$ cat config.mk
export PLATFORM = sky130hd
export DESIGN_NAME = tdot_feeder_flat
export DESIGN_NICKNAME = d
export VERILOG_FILES = /design/src/rtl/tdot_feeder_if.sv /design/src/rtl/tdot_feeder.sv /design/src/flat_wrapper.sv
export SDC_FILE = /design/constraint.sdc
export NUM_CORES = 1
export LEC_CHECK = 0
export ABC_AREA = 1
export CORE_MARGIN = 5
export CORE_UTILIZATION = 45
export DETAILED_ROUTE_END_ITERATION = 16
export GPL_TIMING_DRIVEN = 0
export HOLD_SLACK_MARGIN = 0.08
export PLACE_DENSITY = 0.74
export SLEW_MARGIN = 10
export SYNTH_ARGS = -nofsm -noshare
export SYNTH_HDL_FRONTEND = slang
export SYNTH_SLANG_ARGS = --single-unit
$ cat constraint.sdc
create_clock -name clk -period 2.75 [get_ports clk]
set_input_delay 0.6875 -clock clk [delete_from_list [all_inputs] [get_ports clk]]
set_output_delay 0.6875 -clock clk [all_outputs]
set_load 0.1 [all_outputs]
$ cat src/rtl/tdot_feeder_if.sv
// Element stream into the dot-product feeder: one (a, b, c) beat per
// valid/ready handshake. c is only meaningful on the first beat of a vector.
interface tdot_feeder_if #(
    parameter int W = 8
) ();
    logic         in_valid;
    logic         in_ready;
    logic [W-1:0] in_a;
    logic [W-1:0] in_b;
    logic [W-1:0] in_c;

    modport master (output in_valid, output in_a, output in_b, output in_c, input in_ready);
    modport slave  (input in_valid, input in_a, input in_b, input in_c, output in_ready);
endinterface

$ cat src/rtl/tdot_feeder.sv
// Operand feeder for the 3-slice cascaded DSP dot-product unit.
// Gathers a 3-element vector from the element stream, presents it to the
// cascade with a 0/1/2-cycle lane skew, and captures the unit's result
// DOT_LAT cycles after lane 0 was presented. Also holds off the stream for
// RST_HOLD cycles after reset so the DSP slices can settle.
module tdot_feeder #(
    parameter int W        = 8,
    parameter int N        = 3,
    parameter int RST_HOLD = 3,
    parameter int DOT_LAT  = 5
) (
    input  logic         clk,
    input  logic         reset,
    tdot_feeder_if.slave in_if,
    output logic [W-1:0] a0,
    output logic [W-1:0] a1,
    output logic [W-1:0] a2,
    output logic [W-1:0] b0,
    output logic [W-1:0] b1,
    output logic [W-1:0] b2,
    output logic [W-1:0] c,
    input  logic [W-1:0] y_in,
    output logic [W-1:0] y_data,
    output logic         y_valid,
    output logic         busy
);

    // RST_HOLD is expected to be at least 1.
    localparam int HW = $clog2(RST_HOLD + 1);

    typedef enum logic [1:0] {
        E0 = 2'd0,
        E1 = 2'd1,
        E2 = 2'd2
    } state_t;

    state_t        state_q;
    state_t        state_d;
    logic [HW-1:0] hold_q;
    logic          accept;
    logic          issue_d;
    logic          issue_q;
    logic [W-1:0]  slot_a [N];
    logic [W-1:0]  slot_b [N];
    logic [W-1:0]  c_slot;
    logic [W-1:0]  dly_a1;
    logic [W-1:0]  dly_b1;
    logic [W-1:0]  dly_a2;
    logic [W-1:0]  dly_b2;
    // Bit k marks a vector whose lane 0 was presented k cycles ago; the top
    // bit lines up with the cycle in which y_in carries that vector's result.
    logic [DOT_LAT:0] trk_q;

    assign in_if.in_ready = !reset && (hold_q == '0);
    assign accept         = in_if.in_valid && in_if.in_ready;

    // A pending issue (issue_q) counts as in flight so busy has no gap
    // between the last beat and lane 0 appearing.
    assign busy = !reset && ((state_q != E0) || issue_q || (|trk_q) || y_valid);

    // Post-reset hold window: count down to zero, then open the stream.
    always_ff @(posedge clk) begin
        if (reset) begin
            hold_q <= HW'(RST_HOLD);
        end else if (hold_q != '0) begin
            hold_q <= hold_q - HW'(1);
        end
    end

    // Gather FSM next state: advance one element slot per accepted beat.
    always_comb begin
        state_d = state_q;
        issue_d = 1'b0;
        if (accept) begin
            case (state_q)
                E0: state_d = E1;
                E1: state_d = E2;
                E2: begin
                    state_d = E0;
                    issue_d = 1'b1;
                end
                default: state_d = E0;
            endcase
        end
    end

    // Gather FSM state register and the one-cycle issue strobe.
    always_ff @(posedge clk) begin
        if (reset) begin
            state_q <= E0;
            issue_q <= 1'b0;
        end else begin
            state_q <= state_d;
            issue_q <= issue_d;
        end
    end

    // Gather buffer: the slot selected by the current index takes the beat.
    always_ff @(posedge clk) begin
        if (reset) begin
            for (int i = 0; i < N; i++) begin
                slot_a[i] <= '0;
                slot_b[i] <= '0;
            end
            c_slot <= '0;
        end else if (accept) begin
            case (state_q)
                E0: begin
                    slot_a[0] <= in_if.in_a;
                    slot_b[0] <= in_if.in_b;
                    c_slot    <= in_if.in_c;
                end
                E1: begin
                    slot_a[1] <= in_if.in_a;
                    slot_b[1] <= in_if.in_b;
                end
                E2: begin
                    slot_a[2] <= in_if.in_a;
                    slot_b[2] <= in_if.in_b;
                end
                default: ;
            endcase
        end
    end

    // Lane 0 and bias go out at issue; slots 1/2 move to private delay
    // registers so the gather buffer is free for the next vector at once.
    always_ff @(posedge clk) begin
        if (reset) begin
            a0     <= '0;
            b0     <= '0;
            c      <= '0;
            dly_a1 <= '0;
            dly_b1 <= '0;
            dly_a2 <= '0;
            dly_b2 <= '0;
        end else begin
            a0 <= issue_q ? slot_a[0] : '0;
            b0 <= issue_q ? slot_b[0] : '0;
            c  <= issue_q ? c_slot    : '0;
            if (issue_q) begin
                dly_a1 <= slot_a[1];
                dly_b1 <= slot_b[1];
                dly_a2 <= slot_a[2];
                dly_b2 <= slot_b[2];
            end
        end
    end

    // Lanes 1 and 2 follow lane 0 by one and two cycles, zero otherwise.
    always_ff @(posedge clk) begin
        if (reset) begin
            a1 <= '0;
            b1 <= '0;
            a2 <= '0;
            b2 <= '0;
        end else begin
            a1 <= trk_q[0] ? dly_a1 : '0;
            b1 <= trk_q[0] ? dly_b1 : '0;
            a2 <= trk_q[1] ? dly_a2 : '0;
            b2 <= trk_q[1] ? dly_b2 : '0;
        end
    end

    // In-flight tracker and result capture, one pulse per issued vector.
    always_ff @(posedge clk) begin
        if (reset) begin
            trk_q   <= '0;
            y_data  <= '0;
            y_valid <= 1'b0;
        end else begin
            trk_q   <= {trk_q[DOT_LAT-1:0], issue_q};
            y_valid <= trk_q[DOT_LAT];
            if (trk_q[DOT_LAT]) begin
                y_data <= y_in;
            end
        end
    end

endmodule

$ cat src/flat_wrapper.sv
// flat-port wrapper written by rule: the top's interface ports become plain ports
module tdot_feeder_flat 
#(
    parameter int W        = 8,
    parameter int N        = 3,
    parameter int RST_HOLD = 3,
    parameter int DOT_LAT  = 5
)
  (clk, reset, a0, a1, a2, b0, b1, b2, c, y_in, y_data, y_valid, busy, in_if_in_valid, in_if_in_a, in_if_in_b, in_if_in_c, in_if_in_ready);
  tdot_feeder_if #(.W(W)) in_if_i ();
  input  logic clk;
  input  logic reset;
  output logic [W-1:0] a0;
  output logic [W-1:0] a1;
  output logic [W-1:0] a2;
  output logic [W-1:0] b0;
  output logic [W-1:0] b1;
  output logic [W-1:0] b2;
  output logic [W-1:0] c;
  input  logic [W-1:0] y_in;
  output logic [W-1:0] y_data;
  output logic y_valid;
  output logic busy;
  input wire logic [$bits(in_if_i.in_valid)-1:0] in_if_in_valid;
  input wire logic [$bits(in_if_i.in_a)-1:0] in_if_in_a;
  input wire logic [$bits(in_if_i.in_b)-1:0] in_if_in_b;
  input wire logic [$bits(in_if_i.in_c)-1:0] in_if_in_c;
  output wire logic [$bits(in_if_i.in_ready)-1:0] in_if_in_ready;
  assign in_if_i.in_valid = in_if_in_valid;
  assign in_if_i.in_a = in_if_in_a;
  assign in_if_i.in_b = in_if_in_b;
  assign in_if_i.in_c = in_if_in_c;
  assign in_if_in_ready = in_if_i.in_ready;
  tdot_feeder #(.W(W), .N(N), .RST_HOLD(RST_HOLD), .DOT_LAT(DOT_LAT)) u_core (.clk(clk), .reset(reset), .in_if(in_if_i), .a0(a0), .a1(a1), .a2(a2), .b0(b0), .b1(b1), .b2(b2), .c(c), .y_in(y_in), .y_data(y_data), .y_valid(y_valid), .busy(busy));
endmodule
[Yosys cells after proc, flatten, opt, wreduce, memory -nomap -nowiden]
Memories as Yosys holds them, arrays and structs flattened. A register that Yosys moved wholly into a read port is not among the register bits.
Cells that the tools add are included.
Operators by class
  add/subtract/negate cells: 1
  equal/unequal tests: 2
  mux-type cells: 21
  bitwise logic cells: 9
  reductions and logical operators: 16
Operators with widths (number)
  8-bit two-way mux: 6
  1-bit two-way mux: 14
  1-bit bitwise OR: 6
  2-bit OR reduction: 3
  6-bit OR reduction: 1
  2-bit zero test: 2
  2-bit one-hot mux with 2 select lines: 1
  2-bit nonzero test: 2
  1-bit logical AND: 3
  1-bit logical OR: 3
  1-bit inverter: 3
  2-bit by 1-bit == test with 1-bit output, second input constant: 1
  2-bit == test, second input constant: 1
  2-bit AND reduction: 1
  2-bit by 1-bit subtractor with 2-bit output, second input constant: 1
  1-bit zero test: 1
Storage, ports and cells
  register bits: 68
  bits in writable memories: 48
  input port bits: 35
  output and inout port bits: 67
  logic and storage cells: 63
  memories: 2
Memories
  u_core.slot_a: depth 3, width 8, read ports 3, clocked after memory_dff 3, write ports 3, line tdot_feeder.sv:43  | logic [W-1:0] slot_a [N];
  u_core.slot_b: depth 3, width 8, read ports 3, clocked after memory_dff 3, write ports 3, line tdot_feeder.sv:44  | logic [W-1:0] slot_b [N];

[Depth between registers and ports, before layout]
  word-level depth: 7
  depth in mapped cells: 7
  mapped depth without buffers: 7

[Worst setup path after synthesis]
No wires, ideal clock.
  path kind: register -> output
  start point: reg u_core.y_valid
  end point: out busy
  data arrival time: 2.399 ns
  path slack: -0.337 ns
  stages on the path, launching flop included: 5
  path buffers: 0
  cells stage by stage: dfxtp_1 -> nor2_1 -> nand3_1 -> nor2_1 -> nor2_1
Between the ends
  longest elaborated chain between the ends: 2
RTL lines
  start, declared: line tdot_feeder.sv:24  | output logic y_valid,
  start signal, assigned: line tdot_feeder.sv:173  | y_valid <= trk_q[DOT_LAT];
  1-bit logical OR: line tdot_feeder.sv:59  | assign busy = !reset && ((state_q != E0) || issue_q || (|trk_q) || y_valid);
  1-bit logical AND: line tdot_feeder.sv:59
  end, declared: line flat_wrapper.sv:23  | output logic busy;
Every way passes these cells.

[Final worst setup path]
  start point: in reset
  end point: out in_if_in_ready
Between the ends
  longest elaborated chain between the ends: 2
RTL lines
  start, declared: line flat_wrapper.sv:12  | input logic reset;
  1-bit zero test: line tdot_feeder.sv:54  | assign in_if.in_ready = !reset && (hold_q == '0);
  1-bit logical AND: line tdot_feeder.sv:54
  end, declared: line flat_wrapper.sv:28  | output wire logic [$bits(in_if_i.in_ready)-1:0] in_if_in_ready;
Every way passes these cells.

==> results.toml <==
[layout]
finalNonFillerCells = 783
nets = 663
fill_cells = 948
final_area_um2 = 7040
syn_to_final_growth_pct = 34.0
drive_above_1_share_pct = 9.06
insertedDiodeCount = 0

[global_route]
grt_max_degree = 17
grt_pass1_vias = 3684
grt-ovfl-total = 0
grt_use_total_pct = 15.5
antenna_found_initial = 0
grt_pass1_wl_mm = 17.4

[run_status]
status = "completed"

[clocking]
root_buffer = "clkbuf_16"
clockBufferDepth = 2
cts_max_level = 4
cts_sinks = 164
ctsResizeCount = 10
cts_tree = "done"
cts.clk_slew.worst_paths_ns = 0.06
insertion_delay_ns = 0.42
numCtsBuffers = 17
post_cts_buffers = 0
cts_hold_buf = 0

[setup_path]
path_buf_inv = 3
cpPeakStageDelay_ns = 0.46
worstSetupPathType = "in -> out"
cp_slowest_cell = "clkdlybuf4s50_1"
reg2reg_slack_ns = 0.71
cp_data_required_time_ns = 2.06
path_cells = "clkdlybuf4s50_1, buf_2, nor2_4, buf_4"
crit-reg2reg-launch = "u_core.hold_q[0]$_SDFFE_PP1P_"
ff2ff_path_depth = 6
worstPathArrival_ns = 1.97
r2r-end = "u_core.slot_a[0][7]$_DFFE_PP_"
crit_path_start_kind = "input pin"
worstPathMaxFanout = 10
end_kind = "primary output"
cp_top_family = "buffers and inverters"

[floorplanning]
start_util_pct = 46.0
dieArea_um2 = 13900
core_um2 = 11400
die_w_um = 118
num_rows = 39
pin_count = 102
die_h_um = 118

[routing]
drt-total-wl_mm = 10.6
postRouteAntennaNets = 0
vias = 3597
dr.pass1.iters = 4
wl_per_cell_um = 13.6
drc_errors = 0
viasPerCell = 4.59
drt_iter0_drc = 142

[placed_design]
place_inst = 751
gp_congestion = 0.800
dp_hpwl_mm = 7.69
place_area_um2 = 6440
port_buffers = 100

[synthesis]
syn_inst = 508
synth_area_leaders = "dfxtp_1 44%, edfxtp_1 27%, nor2_1 8.2%"
synth.yosys.warnings = 0
synth_cell_type_count = 22
ys_seq_area_share_pct = 71.6
syn_area_um2 = 5250
yosys.area.top_type_share_pct = 44.2
syn_area_per_cell_um2 = 10.3
ys_ff_latch = 164
yosysTopAreaCell = "dfxtp_1"
syn_nets = 544

[min_path]
hold_depth = 2
min_path_type = "reg -> reg"
min_to = "u_core.c[0]$_SDFF_PP0_"
hp-start = "u_core.c_slot[0]$_SDFFE_PP0P_"

[sta]
skew_ns = 0.0132
setup_viol_count_final = 0
fin_setup_tns_ns = 0
min_period_ns = 2.66
final_max_slew_viol_count = 0
worstMarginPinSlew_ns = 1.01
grt_setup_unrepaired = "false"
finalHoldViolCount = 0
fin_crit_sh_pct = 96.6
slew_headroom_pct = 32.5
max_freq_mhz = 377

[pwr]
ir_worst_vdd_mv = 0.487
powerDensity_nw_per_um2 = 724
p_leak_uw = 0.00274
total_power_uw = 5100

[flow_run]
drv_cap = 0
==> state kept, by name (all words and copies together) (netlist names), 8 cells and up <==
signal         cells
u_core.c_slot      8
u_core.b1          8
u_core.dly_a2      8
u_core.b2          8
u_core.dly_b1      8
u_core.a1          8
u_core.slot_b     24
u_core.y_data      8
u_core.a2          8
u_core.b0          8
u_core.dly_a1      8
u_core.slot_a     24
u_core.a0          8
u_core.dly_b2      8
u_core.c           8
==> cell usage in the layout, fill, tap and decap left out, types with 3 or more instances in the layout <==
master and count:
clkbuf_1 9, o21ai_0 42, nand4_1 8, a21oi_1 35
nand2_1 16, clkbuf_16 18, dfxtp_1 116, edfxtp_1 48
clkdlybuf4s50_1 98, inv_6 6, inv_2 5, buf_2 9
inv_1 91, nor2_1 114, nor2_4 3
==> power by group <==
part           internal [µW]  switching, µW
clock                   1420            970
combinational           69.0           95.3
sequential              2530           15.0
total                   4010           1080
==> layer usage <==
metal  part of all wire [%]  GRT usage (%)  vias to the layer above  routed length, µm
li1                       -              -                     1818                  -
met1                     42           18.0                     1666               4480
met2                     51           26.6                      103               5390
met3                    6.2           5.38                       10                658
met4                    1.1           5.73                        0                115
met5                      0              0                        -                  0
==> worst max path at each step <==
stage / start / to / slack, ns / cells past startpoint
floorplan: u_core.y_valid$_SDFF_PP0_ / busy / 0.14 / 4
global placement: reset / u_core.slot_a[2][2]$_DFFE_PP_ / -0.91 / 4
detailed placement: reset / in_if_in_ready / -0.75 / 4
CTS: reset / busy / 0.0006 / 4
global route: reset / in_if_in_ready / 0.05 / 4
finish: reset / in_if_in_ready / 0.09 / 4
==> final cells by class <==
class	count	area, µm²	share of cell area [%]
inverters	97	364	5.17
flip-flops and latches	164	3760	53.4
plain buffers	20	96.3	1.37
clock inverters	14	159	2.26
repair buffers	100	993	14.1
clock buffers	18	450	6.40
multi-input cells	227	1040	14.7
well taps	143	179	2.54
==> through the flow <==
step	worst slack (ns)	hold slack (ns)	util [%]
after global placement	-0.910	0.407	56.4
after floorplan	0.139	0.403	-
after CTS	0.000625	0.430	61.7
after global routing	0.0451	0.444	61.7
after detailed placement	-0.755	0.412	56.4
final	0.0949	0.428	61.7
==> worst register-to-register path, delay by kind of cell (launching register included) <==
family	cells	cell delay [ns]
simple gates	3	0.91
buf+inv	2	0.13
fa+ha+maj	1	0.31
flops	1	0.33
==> kinds of logic after synthesis <==
logic type	Yosys count	share of synthesized area [%]
compound gates	80	7.76
fa+ha+maj	1	0.238
buf+inv	117	8.76
flops	164	71.6
simple gates	146	11.6
==> cells in the mapped netlist <==
master / n
dfxtp_1: 116
nor2_1: 115
inv_1: 91
edfxtp_1: 48
o21ai_0: 43
a21oi_1: 35
nand2_1: 16
clkbuf_1: 9
buf_2: 8
nand4_1: 8
inv_2: 5
nor2_4: 3
nand3_1: 2
a21oi_2: 1
buf_1: 1
buf_4: 1
buf_6: 1
clkinv_1: 1
ha_1: 1
nand3_4: 1
nor2_2: 1
o21ai_2: 1
(Power assumes the default switching activity.)
